[src/rtl/lpc_uart_pkg.sv]
// Shared definitions for the LPC-to-UART transfer controller: TX FSM encoding,
// the value presented on an empty RX read, and default sizing.
package lpc_uart_pkg;

  typedef enum logic [1:0] {
    TX_IDLE      = 2'd0,
    TX_WAIT_BUSY = 2'd1,
    TX_WAIT_DONE = 2'd2
  } tx_state_t;

  localparam logic [7:0] EMPTY_READ           = 8'hFF;
  localparam int         DEFAULT_FIFO_AW      = 2;
  localparam int         DEFAULT_BUSY_TIMEOUT = 16;

endpackage

[src/rtl/lpc_uart_xfer_ctl_sync_fifo.sv]
// Synchronous FIFO with wrap-bit pointers; a push into a full FIFO is accepted
// only when a pop happens in the same cycle.
module sync_fifo
  import lpc_uart_pkg::*;
#(
  parameter int WIDTH   = 8,
  parameter int FIFO_AW = DEFAULT_FIFO_AW
) (
  input  logic               clk,
  input  logic               rst,
  input  logic               push,
  input  logic               pop,
  input  logic [WIDTH-1:0]   wdata,
  output logic               full,
  output logic               empty,
  output logic [FIFO_AW:0]   level,
  output logic [WIDTH-1:0]   head
);

  localparam int DEPTH = 1 << FIFO_AW;

  logic [WIDTH-1:0] mem [DEPTH];
  logic [FIFO_AW:0] wr_ptr;
  logic [FIFO_AW:0] rd_ptr;
  logic             do_push;
  logic             do_pop;

  assign empty   = (wr_ptr == rd_ptr);
  assign full    = (wr_ptr[FIFO_AW] != rd_ptr[FIFO_AW]) &&
                   (wr_ptr[FIFO_AW-1:0] == rd_ptr[FIFO_AW-1:0]);
  assign level   = wr_ptr - rd_ptr;
  assign head    = mem[rd_ptr[FIFO_AW-1:0]];
  assign do_pop  = pop && !empty;
  assign do_push = push && (!full || do_pop);

  always_ff @(posedge clk) begin
    if (rst) begin
      wr_ptr <= '0;
      rd_ptr <= '0;
      for (int i = 0; i < DEPTH; i++) mem[i] <= '0;
    end else begin
      if (do_push) begin
        mem[wr_ptr[FIFO_AW-1:0]] <= wdata;
        wr_ptr <= wr_ptr + 1'b1;
      end
      if (do_pop) rd_ptr <= rd_ptr + 1'b1;
    end
  end

endmodule

[src/rtl/lpc_uart_xfer_ctl.sv]
// Moves host bytes into the UART transmitter through a TX FIFO and buffers
// received bytes in an RX FIFO, with host-visible status and sticky overrun.
module lpc_uart_xfer_ctl
  import lpc_uart_pkg::*;
#(
  parameter int FIFO_AW      = DEFAULT_FIFO_AW,
  parameter int BUSY_TIMEOUT = DEFAULT_BUSY_TIMEOUT
) (
  input  logic             lpc_clk,
  input  logic             lpc_rst,
  input  logic [7:0]       host_tx_data,
  input  logic             host_tx_valid,
  output logic             host_tx_full,
  output logic [FIFO_AW:0] host_tx_level,
  output logic [7:0]       uart_tx_data,
  output logic             uart_tx_start,
  input  logic             uart_tx_busy,
  input  logic [7:0]       uart_rx_data,
  input  logic             uart_rx_valid,
  output logic [7:0]       host_rx_data,
  output logic             host_rx_avail,
  input  logic             host_rx_pop,
  output logic             rx_overrun,
  input  logic             overrun_clr
);

  localparam int CW = $clog2(BUSY_TIMEOUT + 1);

  tx_state_t        state;
  logic [CW-1:0]    wait_cnt;
  logic             tx_valid_q;
  logic             rx_valid_q;
  logic             tx_edge;
  logic             rx_edge;
  logic             tx_push;
  logic             tx_pop;
  logic             tx_empty;
  logic [7:0]       tx_head;
  logic             rx_pop;
  logic             rx_full;
  logic             rx_empty;
  logic [FIFO_AW:0] rx_level;
  logic [7:0]       rx_head;

  assign tx_edge = host_tx_valid && !tx_valid_q;
  assign rx_edge = uart_rx_valid && !rx_valid_q;

  // Full is judged before this cycle's pop, so a write into a full FIFO is lost.
  assign tx_push = tx_edge && !host_tx_full;
  assign tx_pop  = (state == TX_IDLE) && !tx_empty && !uart_tx_busy;
  assign rx_pop  = host_rx_pop && !rx_empty;

  assign host_rx_avail = (rx_level != '0);
  assign host_rx_data  = rx_empty ? EMPTY_READ : rx_head;

  sync_fifo #(.WIDTH(8), .FIFO_AW(FIFO_AW)) u_tx_fifo (
    .clk   (lpc_clk),
    .rst   (lpc_rst),
    .push  (tx_push),
    .pop   (tx_pop),
    .wdata (host_tx_data),
    .full  (host_tx_full),
    .empty (tx_empty),
    .level (host_tx_level),
    .head  (tx_head)
  );

  sync_fifo #(.WIDTH(8), .FIFO_AW(FIFO_AW)) u_rx_fifo (
    .clk   (lpc_clk),
    .rst   (lpc_rst),
    .push  (rx_edge),
    .pop   (rx_pop),
    .wdata (uart_rx_data),
    .full  (rx_full),
    .empty (rx_empty),
    .level (rx_level),
    .head  (rx_head)
  );

  always_ff @(posedge lpc_clk) begin
    if (lpc_rst) begin
      tx_valid_q <= 1'b0;
      rx_valid_q <= 1'b0;
      rx_overrun <= 1'b0;
    end else begin
      tx_valid_q <= host_tx_valid;
      rx_valid_q <= uart_rx_valid;
      // A byte is lost only if no pop frees a slot in the same cycle.
      if (rx_edge && rx_full && !rx_pop) rx_overrun <= 1'b1;
      else if (overrun_clr)              rx_overrun <= 1'b0;
    end
  end

  always_ff @(posedge lpc_clk) begin
    if (lpc_rst) begin
      state         <= TX_IDLE;
      wait_cnt      <= '0;
      uart_tx_start <= 1'b0;
      uart_tx_data  <= 8'h00;
    end else begin
      uart_tx_start <= 1'b0;
      case (state)
        TX_IDLE: begin
          if (tx_pop) begin
            uart_tx_data  <= tx_head;
            uart_tx_start <= 1'b1;
            wait_cnt      <= '0;
            state         <= TX_WAIT_BUSY;
          end
        end
        TX_WAIT_BUSY: begin
          // A transmitter that never raises busy is assumed to have sent the byte.
          if (uart_tx_busy)                           state <= TX_WAIT_DONE;
          else if (wait_cnt == CW'(BUSY_TIMEOUT - 1)) state <= TX_IDLE;
          else                                        wait_cnt <= wait_cnt + 1'b1;
        end
        TX_WAIT_DONE: begin
          if (!uart_tx_busy) state <= TX_IDLE;
        end
        default: state <= TX_IDLE;
      endcase
    end
  end

endmodule

[config.mk]
export PLATFORM = sky130hd
export DESIGN_NAME = lpc_uart_xfer_ctl
export DESIGN_NICKNAME = d
export VERILOG_FILES = /design/src/rtl/lpc_uart_pkg.sv /design/src/rtl/lpc_uart_xfer_ctl_sync_fifo.sv /design/src/rtl/lpc_uart_xfer_ctl.sv
export SDC_FILE = /design/constraint.sdc
export NUM_CORES = 1
export LEC_CHECK = 0
export ABC_AREA = 1
export CAP_MARGIN = 20
export CELL_PAD_IN_SITES_DETAIL_PLACEMENT = 0
export CELL_PAD_IN_SITES_GLOBAL_PLACEMENT = 1
export CORE_MARGIN = 2
export CORE_UTILIZATION = 44
export DETAILED_ROUTE_END_ITERATION = 6
export GPL_TIMING_DRIVEN = 0
export PLACE_DENSITY = 0.78
export SLEW_MARGIN = 10
export SYNTH_ARGS = -nofsm -noshare
export SYNTH_HDL_FRONTEND = slang
export SYNTH_HIERARCHICAL = 1
export SYNTH_SLANG_ARGS = --single-unit
[constraint.sdc]
create_clock -name lpc_clk -period 4 [get_ports lpc_clk]
set_input_delay 0.8 -clock lpc_clk [delete_from_list [all_inputs] [get_ports lpc_clk]]
set_output_delay 0.8 -clock lpc_clk [all_outputs]
set_load 0.02 [all_outputs]
==> impl_results.md <==
* Number of global-route vias before repair at around 3,400
* Highest clock rate at approximately 260 MHz
* Maximum buffer depth of the clock tree at 2
* Initial core utilization at a little under half
* Worst VDD drop at slightly above 0.2 mV
* Clock Tree Root: clkbuf_8
* Synthesized area at 4750 µm²
* Worst-path clk slew at about 0.10 ns
* Detailed Route Iter0 Violations at between 100 and 150
* H-tree depth at 3
* Vias at 3,469
* Estimated wirelength of the detail-placed design at about 7300 µm
* Largest net degree at the start of global routing at 20
* ANT cells at 0
* Worst slew pin tran at a little over 0.9 ns
* Clk_skew at roughly 0.018 ns
* CP required at 3.20 ns
* WP data arrival at about 3.0 ns
* Number of fill cells at just under 1,000
* CP Launch Type: flop
* Final Cell Area at 5610 µm²
* Die Span X at roughly 110 µm
* #FFs+latches synth at just under 100
* Pwr dens at around 400 nW/µm²
* WL per Instance at 14.4 µm
* Status: finished clean
* CP max FO at 10
* DRC at 0
* TritonRoute pass-1 iters at 4
* Classification of the worst setup path: flop to output pin
* Ys Warns at 6
* Tmin final at 3.81 ns
* Period utilization at between 90% and 100%
* Syn Nets at 526
* Post-Syn Area per Cell at roughly 9.7 µm²
* CORE AREA at 10,400 µm²
* Clk sinks at just under 100
* Unrepaired setup endpoints after global routing: false
* Total gr overflow at 0
* Setup Viol. Count Final at 0
* Most common cell after layout, fill and taps aside: nor2_1
* CTS Buf Count at 9
* Main synth FF type: edfxtp_1
* First-pass GRT wire length at between 15,000 and 20,000 µm
* Netlist cell types at 35
* Die height at about 110 µm
* Clock latency on the worst-skew pair at about 0.37 ns
* Postcts setup bufs at 0
* Vias per inst at roughly 5.0
* Hold Worst Slack at between 0.4 and 0.5 ns
* Register area share after synthesis at between 50 and 60%
* Slew Viols, Final at 0
* Initial antenna violation count at 0
* Endpoint class of the critical path: output pin
* CTS tree: built
* Final wirelength at around 10000 µm
* Min-Delay Path Class: flop to flop
* Total Nets Final at 586
* Gp weighted congestion at ~0.77
* Post-synth EDFFs at 64
* Std cell rows at 37
* Normalized max-slew margin at approximately 38%
* IO Count at 46
* Placed Area at 5380 µm²
* Cells after synthesis at about 490
* Most frequent cells in the layout: nor2_1 (87), edfxtp_1 (64), inv_1 (57)
* Max-cap violations at 0
* Tot Pwr at between 2000 and 2500 µW
* Final hold vios at 0
* Leakage power at approximately 0.0022 µW
* Final setup margin at between 0.15 and 0.2 ns
* IO Port Bufs at 45
* Fraction of registers with async set/reset at 0%
* Die ar. at between 10,000 and 15,000 µm²
* Layout area overhead at 18.2%
* GR Util All Layers at 18.4%
* Share of layout cells above drive strength 1 at 13.7%
* DP Worst Slack at -0.0669 ns
* Detail Route Antenna Nets at 0
[Yosys cell counts (3+ instances only)]
master	instances	area [µm²]
nand3_1	15	75.1
nand2_1	39	146
dfxtp_1	35	701
o21ai_0	51	255
buf_2	5	25.0
nand2_2	3	18.8
a21oi_1	11	55.1
nor2_1	88	330
nand4_1	3	18.8
o22ai_1	16	100
nor3_2	18	180
buf_6	3	33.8
edfxtp_1	64	1920
or2_2	8	50.1
nor3_1	29	145
xor2_1	6	52.6
clkbuf_1	6	22.5
inv_1	57	214
ha_1	10	125
[state kept, by name (all words and copies together) (netlist names), named ones only]
register	count
u_rx_fifo/mem	32
u_tx_fifo/mem	32
uart_tx_data	8
wait_cnt	5
u_rx_fifo/rd_ptr	3
u_rx_fifo/wr_ptr	3
u_tx_fifo/rd_ptr	3
u_tx_fifo/wr_ptr	3
state	2
rx_overrun	1
rx_valid_q	1
tx_valid_q	1
uart_tx_start	1
[timing repair]
item,4_1_cts,5_1_grt
gates resized for setup,2,2
endpoints found under the hold margin,0,0
hold buffers,0,0
setup endpoints to repair,16,23
[routing by layer]
metal	vias to the layer above	routed length [µm]	part of all wire, %	global-route usage (%)
li1	1781	-	-	-
met2	53	4930	49	31.4
met1	1629	4650	47	23.7
met5	-	0	0	0
met3	6	300	3.0	3.63
met4	0	82	0.82	5.49
[worst paths after layout]
check	to	cells past startpoint	slack, ns	from
max	host_rx_data[6]	10	0.19	u_rx_fifo/wr_ptr[0]
min	rx_overrun	2	0.48	rx_overrun
max reg2reg	u_rx_fifo/mem[2][1]	16	0.28	u_rx_fifo/wr_ptr[0]
min reg2reg	rx_overrun	2	0.48	rx_overrun
[critical path, cell delays in order (launching register included)]
cell,delay [ns]
dfxtp_1,0.35
clkbuf_4,0.25
inv_1,0.10
buf_2,0.21
ha_1,0.34
nand2_1,0.08
inv_1,0.07
nand2_1,0.18
inv_1,0.18
or2_2,0.34
clkdlybuf4s50_1,0.54
[cells by family (layout without fill, tap and decap cells)]
kind of cell | after synthesis | count (layout) | synth area share, %
flip-flops | 99 | 99 | 55.2
AO/OA/AOI/OAI | 79 | 79 | 8.83
adder cells (fa/ha/maj) | 12 | 12 | 3.48
XOR/XNOR | 6 | 6 | 1.11
AND/OR/NAND/NOR | 218 | 218 | 24.5
buffers and inverters | 77 | 142 | 6.88
[power breakdown]
part | switching (µW) | total (µW) | internal, µW
Combinational | 245 | 400 | 155
Clock | 390 | 698 | 308
Sequential | 33.0 | 1190 | 1160
[area by class of cell]
cell class	instances	area, µm²	area share, %
Tap cell	136	170	3.03
Timing Repair Buffer	49	473	8.42
Clock buffer	9	124	2.21
Buffer	17	104	1.85
Sequential cell	99	2620	46.7
Multi-Input combinational cell	315	1800	32.1
Clock inverter	7	93.8	1.67
Inverter	60	225	4.01
[stage by stage]
| stage | std cells | TNS [ns] | util (%) |
|---|---|---|---|
| floorplan | 491 | 0 | - |
| global placement | 672 | 0 | 51.5 |
| detailed placement | 674 | -0.561 | 51.7 |
| CTS | 690 | 0 | 53.8 |
| global route | 692 | 0 | 53.9 |
| finish | 692 | 0 | 53.9 |
Power figures use the tool's default switching activity.
